`src/rtl/wallace_pkg.sv`:
```
// Shared constants and elaboration-time helpers for the pipelined Wallace-tree multiplier.
// The helpers size the CSA reduction tree and build the Baugh-Wooley correction word.
package wallace_pkg;

  localparam int WIDTH_DEF   = 32;
  localparam int PIPE_STAGES = 3;
  localparam int MAX_PW      = 128;

  // Rows left after `layer` 3:2 compression layers starting from `width` rows.
  function automatic int csa_rows(input int width, input int layer);
    int n;
    n = width;
    for (int k = 0; k < layer; k++) begin
      n = 2 * (n / 3) + (n % 3);
    end
    return n;
  endfunction

  function automatic int clog3_depth(input int width);
    int n;
    int d;
    n = width;
    d = 0;
    while (n > 2) begin
      n = 2 * (n / 3) + (n % 3);
      d++;
    end
    return d;
  endfunction

  // Two's-complement correction: 2^W + 2^(2W-1), taken modulo 2^(2W).
  function automatic logic [MAX_PW-1:0] bw_correction(input int width);
    logic [MAX_PW-1:0] c;
    c = '0;
    c[width]       = 1'b1;
    c[2*width-1]   = 1'b1;
    return c;
  endfunction

endpackage

```
`src/rtl/wallace_mul_pipe_reduce.sv`:
```
// Combinational Wallace reduction: WIDTH partial-product rows compressed by layers of
// full-adder 3:2 counters down to one sum and one carry vector, each 2*WIDTH bits.
module wallace_reduce
  import wallace_pkg::*;
#(
  parameter int WIDTH = WIDTH_DEF
) (
  input  logic [2*WIDTH-1:0] rows_i [WIDTH],
  output logic [2*WIDTH-1:0] sum_o,
  output logic [2*WIDTH-1:0] carry_o
);

  localparam int PW    = 2 * WIDTH;
  localparam int DEPTH = clog3_depth(WIDTH);

  for (genvar k = 0; k <= DEPTH; k++) begin : g_lvl
    localparam int N = csa_rows(WIDTH, k);
    logic [PW-1:0] row [N];

    if (k == 0) begin : g_src
      for (genvar r = 0; r < N; r++) begin : g_cp
        assign row[r] = rows_i[r];
      end
    end else begin : g_csa
      localparam int NP   = csa_rows(WIDTH, k - 1);
      localparam int GRPS = NP / 3;
      localparam int PASS = NP % 3;

      for (genvar g = 0; g < GRPS; g++) begin : g_grp
        logic [PW-1:0] x, y, z, s, c;
        assign x    = g_lvl[k-1].row[3*g];
        assign y    = g_lvl[k-1].row[3*g+1];
        assign z    = g_lvl[k-1].row[3*g+2];
        assign c[0] = 1'b0;
        // Carry out of the top column falls off: the product never exceeds 2*WIDTH bits.
        for (genvar j = 0; j < PW; j++) begin : g_fa
          assign s[j] = x[j] ^ y[j] ^ z[j];
          if (j < PW - 1) begin : g_cy
            assign c[j+1] = (x[j] & y[j]) | (x[j] & z[j]) | (y[j] & z[j]);
          end
        end
        assign row[2*g]   = s;
        assign row[2*g+1] = c;
      end

      for (genvar t = 0; t < PASS; t++) begin : g_pass
        assign row[2*GRPS+t] = g_lvl[k-1].row[3*GRPS+t];
      end
    end
  end

  assign sum_o   = g_lvl[DEPTH].row[0];
  assign carry_o = g_lvl[DEPTH].row[1];

endmodule

```
`src/rtl/wallace_mul_pipe.sv`:
```
// Three-stage pipelined Wallace-tree multiplier with valid/ready on both sides.
// Define WMUL_SIGNED_EN to add the signed_mode port (Baugh-Wooley two's-complement).
module wallace_mul_pipe
  import wallace_pkg::*;
#(
  parameter int WIDTH = WIDTH_DEF
) (
  input  logic                 clk,
  input  logic                 rst,
  input  logic                 in_valid,
  output logic                 in_ready,
  input  logic [WIDTH-1:0]     a,
  input  logic [WIDTH-1:0]     b,
`ifdef WMUL_SIGNED_EN
  input  logic                 signed_mode,
`endif
  output logic                 out_valid,
  input  logic                 out_ready,
  output logic [2*WIDTH-1:0]   p
);

  localparam int PW = 2 * WIDTH;

`ifdef WMUL_SIGNED_EN
  localparam logic [MAX_PW-1:0] BW_FULL = bw_correction(WIDTH);
  localparam logic [PW-1:0]     BW_CORR = BW_FULL[PW-1:0];
  logic sm_p1_q;
`endif

  logic             vld_p1_q, vld_p2_q, vld_p3_q;
  logic [WIDTH-1:0] a_p1_q, b_p1_q;
  logic [PW-1:0]    sum_p2_q, carry_p2_q, sum_p2_d, carry_p2_d;
  logic [PW-1:0]    p_p3_q, p_p3_d;
  logic [PW-1:0]    pp_rows [WIDTH];
  logic             adv;

  assign adv       = out_ready | ~vld_p3_q;
  assign in_ready  = adv;
  assign out_valid = vld_p3_q;
  assign p         = p_p3_q;

  // ---- S1: operand capture ----
  always_ff @(posedge clk) begin
    if (rst) begin
      vld_p1_q <= 1'b0;
      a_p1_q   <= '0;
      b_p1_q   <= '0;
`ifdef WMUL_SIGNED_EN
      sm_p1_q  <= 1'b0;
`endif
    end else if (adv) begin
      vld_p1_q <= in_valid;
      a_p1_q   <= a;
      b_p1_q   <= b;
`ifdef WMUL_SIGNED_EN
      sm_p1_q  <= signed_mode;
`endif
    end
  end

  // ---- S1 -> S2: partial products and CSA reduction ----
  always_comb begin
    for (int i = 0; i < WIDTH; i++) begin
      pp_rows[i] = '0;
      for (int j = 0; j < WIDTH; j++) begin
        pp_rows[i][i+j] = a_p1_q[j] & b_p1_q[i];
`ifdef WMUL_SIGNED_EN
        // Terms pairing exactly one sign bit carry negative weight: invert them.
        if (sm_p1_q && ((i == WIDTH - 1) != (j == WIDTH - 1)))
          pp_rows[i][i+j] = ~(a_p1_q[j] & b_p1_q[i]);
`endif
      end
    end
`ifdef WMUL_SIGNED_EN
    // Correction bits land in columns that rows 0 and WIDTH-1 leave empty.
    if (sm_p1_q) begin
      pp_rows[0][WIDTH]        = BW_CORR[WIDTH];
      pp_rows[WIDTH-1][PW-1]   = BW_CORR[PW-1];
    end
`endif
  end

  wallace_reduce #(
    .WIDTH   (WIDTH)
  ) u_reduce (
    .rows_i  (pp_rows),
    .sum_o   (sum_p2_d),
    .carry_o (carry_p2_d)
  );

  always_ff @(posedge clk) begin
    if (rst) begin
      vld_p2_q   <= 1'b0;
      sum_p2_q   <= '0;
      carry_p2_q <= '0;
    end else if (adv) begin
      vld_p2_q   <= vld_p1_q;
      sum_p2_q   <= sum_p2_d;
      carry_p2_q <= carry_p2_d;
    end
  end

  // ---- S2 -> S3: final carry-propagate add ----
  assign p_p3_d = sum_p2_q + carry_p2_q;

  always_ff @(posedge clk) begin
    if (rst) begin
      vld_p3_q <= 1'b0;
      p_p3_q   <= '0;
    end else if (adv) begin
      vld_p3_q <= vld_p2_q;
      p_p3_q   <= p_p3_d;
    end
  end

endmodule

```
`config.mk`:
```
export PLATFORM = sky130hd
export DESIGN_NAME = wallace_mul_pipe
export DESIGN_NICKNAME = d
export VERILOG_FILES = /design/src/rtl/wallace_pkg.sv /design/src/rtl/wallace_mul_pipe_reduce.sv /design/src/rtl/wallace_mul_pipe.sv
export SDC_FILE = /design/constraint.sdc
export NUM_CORES = 2
export LEC_CHECK = 0
export ABC_AREA = 1
export CELL_PAD_IN_SITES_DETAIL_PLACEMENT = 0
export CELL_PAD_IN_SITES_GLOBAL_PLACEMENT = 2
export CORE_UTILIZATION = 43
export CTS_BUF_LIST = sky130_fd_sc_hd__clkbuf_4
export CTS_CLUSTER_DIAMETER = 200
export DETAILED_ROUTE_END_ITERATION = 6
export DONT_BUFFER_PORTS = 1
export PLACE_DENSITY_LB_ADDON = 0.1
export SLEW_MARGIN = 10
export SYNTH_ARGS = -nofsm -noshare
export SYNTH_HDL_FRONTEND = slang
export SYNTH_SLANG_ARGS = --single-unit
```
`constraint.sdc`:
```
create_clock -name clk -period 15.1 [get_ports clk]
set_input_delay 1.51 -clock clk [delete_from_list [all_inputs] [get_ports clk]]
set_output_delay 1.51 -clock clk [all_outputs]
set_load 0.01 [all_outputs]
```
==> run summary <==
Status - complete, no violations
Minimum clock period - 5.73 ns
Tot GR Track Use - 27.9%
Clock insertion delay at the later pin of the skew report - 0.90 ns
First-pass GRT wire length - 217000 µm
Starting Density - 43.4%
Port bufs - 0
Setup CP Type - reg -> reg
CP max-delay cell - fa_1
Synth top area share - 41.1%
Maximum number of pins on one net before global-route repair - 185
DR iter-0 viols - 2505
Worst EP required - 15.84 ns
RSZ-0062 raised after global routing - false
Dpl hpwl - 105000 µm
Count of flip-flops with a built-in enable after synthesis - 0
Max cap viols - 0
Async set-or-reset flop fraction in the synthesized netlist - 0%
Part of the Yosys area used for sequential elements - 11.3%
P_sw - 2.26 mW
Rel. slew slack - 23.4%
Syn Area/Cell - 7.38 µm²
Comb pwr share - 63.3%
Io pins - 134
Initial antenna violation count - 6
Hold Crit Class - reg -> reg
Clock Tree Buf Depth - 3
Synth warnings - 0
CTS tree - built
CTS clk-pin slew, worst paths - 0.06 ns
Remaining Overflow, GRT - 0
Worst EP arrival - 6.47 ns
Worst-path cell chain - buf_4, nand2_1, fa_1, inv_1, fa_1, inv_1, fa_1, fa_1, fa_1, fa_1, fa_1, inv_1, fa_1, o21ai_0, nor2_1
Cells after Synth - 5989
Max Slew Vio Count - 0
Worst setup SP type - flip-flop
#FFs+latches synth - 249
Share of layout cells above drive strength 1 - 4.53%
First drt pass iteration count - 7
Worst Skew - 0.0606 ns
Pleak - 27.0 nW
Worst R2R Setup Slack - 9.37 ns
Resize count post-CTS - 0
Main area contributors after synthesis - fa_1 (41%), inv_1 (15%), nand2_1 (13%), dfxtp_1 (11%), ha_1 (6.1%)
Clock network fraction of design power - 15.7%
Final Core Density - 45.3%
Final WL - 140000 µm
Filler Cell Count - 10752
Synth-to-Final Area Change - 4.48%
Inserted Clock Buffers - 78
CTS root buf - clkbuf_4
CTS Sinks - 249
Switching part of the total power - 50.4%
Wire length per cell - 19.3 µm
Row Count - 117
Crit-path max cell delay - 0.66 ns
Crit share post-route - 37.9%
FF/Latch Area - 4990 µm²
F_max - 175 MHz
Prevailing post-synth register cell - dfxtp_1
Distinct cells, synth - 38
Routed Antenna Nets - 0
Worst-Margin Slew - 1.14 ns
H-tree depth - 3
CTS hold repair buffers - 0
VDD IR max - 0.0567 mV
Die Wd - 323 µm
CORE AREA - 102000 µm²
Multi-input gate area - 31200 µm²
Setup bufs post-CTS - 0
Vias in the first global route - 35753
PD cells - 97.0 nW/µm²
Synth Net Count - 7179
Synthesized area - 44200 µm²
Layout Nets - 6993
DRC viols - 0
Final Hold Violating Endpoints - 0
Die area - 104000 µm²
Routed vias - 34372
CP max FO - 33
Most used cell, CP - fa_1
Area leader, netlist - fa_1
DR vias/cell - 4.76
Setup violators final - 0
Portion of total power attributed to sequential cells - 21.0%
Die Ht - 323 µm
Internal power - 2.22 mW
Routability cong. - 0.904
Post-route setup TNS - 0 ns
Critical path endpoint category - flip-flop
==> metal layers <==
metal	wire (µm)	vias to the layer above	track usage (%)
met3	11000	145	6.09
li1	-	16247	-
met2	58900	977	41.4
met1	66800	17001	41.3
met5	7	-	0
met4	3070	2	6.48
==> Yosys cell counts, types with 2 or more instances <==
cell and count:
nor2_4 11, nand2_4 2, clkbuf_1 334, nor3_1 3, clkinv_1 3, nor2_2 18, a21oi_1 44, xor2_1 24
inv_2 14, nand2_2 13, a31o_2 2, nand3_1 82, o21ai_0 246, nor2_1 449, inv_1 1797, fa_1 908
o21bai_1 28, o21ai_1 3, dfxtp_1 249, or2_2 3, xnor2_1 2, nand3_2 8, a21o_1 3, ha_1 214
nor3_2 3, nand2_1 1505, nand4_1 10
==> worst max-delay path: cells and delay by family, from the launching register on <==
family,cells,cell delay [ns]
simple gates,2,0.20
buf+inv,4,0.62
fa+ha+maj,8,4.24
compound gates,1,0.19
flops,1,0.30
==> layout by cell type, fill, tap and decap left out, types with 2 or more instances in the layout <==
cell type,n
a21o_1,3
nor3_1,3
nand2_4,2
inv_6,5
nor3_2,3
nand3_2,8
or2_2,3
bufinv_16,2
fa_1,908
nand2_1,1505
a21oi_1,44
a31o_2,2
nand4_1,10
nand3_1,82
clkinv_2,4
inv_2,14
o21bai_1,28
clkbuf_4,104
nor2_2,17
clkinv_1,16
nor2_4,12
o21ai_0,246
diode_2,7
xnor2_1,2
nand2_2,13
o21ai_1,3
nor2_1,449
buf_4,70
dfxtp_1,248
ha_1,214
inv_1,1796
xor2_1,24
==> cells by family after synthesis <==
family	count (synthesis)	synth area share (%)
compound gates	328	3.92
xor+xnor	26	0.515
fa+ha+maj	1122	47.2
buf+inv	2151	18.3
flops	249	11.3
simple gates	2113	18.9
==> sequential cells by signal, summed over array words and instances, names as in the netlist <==
name,flops
p,64
sum_p2_q,63
carry_p2_q,55
a_p1_q,32
b_p1_q,32
out_valid,1
vld_p1_q,1
vld_p2_q,1
==> layout make-up <==
class | instances | share of cell area, %
timing repair buffer | 71 | 1.18
clock buffer | 104 | 1.69
tap | 1368 | 3.70
inverter | 1814 | 14.8
clock inverter | 25 | 0.379
antenna | 7 | 0.0379
sequential | 249 | 10.8
multi-input combinational | 3589 | 67.5
==> final timing paths <==
kind	end	depth (start not counted)	startpoint
worst max-delay path	carry_p2_q[39]	15	b_p1_q[28]
worst min-delay path	vld_p2_q	2	vld_p2_q
worst max register to register	carry_p2_q[39]	15	b_p1_q[28]
worst min register to register	vld_p2_q	2	vld_p2_q
==> power by group through the flow <==
stage	clock, mW	sequential [mW]	combinational, mW
after floorplan	0	0.900	1.97
after global placement	0	0.954	2.83
after detailed placement	0	0.955	2.85
after CTS	0.739	0.942	2.87
after global routing	0.766	0.958	3.29
final	0.704	0.942	2.84
==> per-stage QoR <==
| step | total power, mW | instance area (µm²) | instances | hold slack, ns | setup slack (ns) |
|---|---|---|---|---|---|
| after floorplan | 2.87 | 44200 | 5989 | 0.430 | 9.73 |
| after global placement | 3.79 | 45200 | 7091 | 0.441 | 9.46 |
| after detailed placement | 3.81 | 45200 | 7091 | 0.446 | 9.40 |
| after CTS | 4.56 | 46200 | 7220 | 0.456 | 9.37 |
| after global routing | 5.01 | 46200 | 7225 | 0.484 | 9.17 |
| final | 4.48 | 46200 | 7227 | 0.452 | 9.37 |
Note: power is estimated with default switching activity, not from simulation.
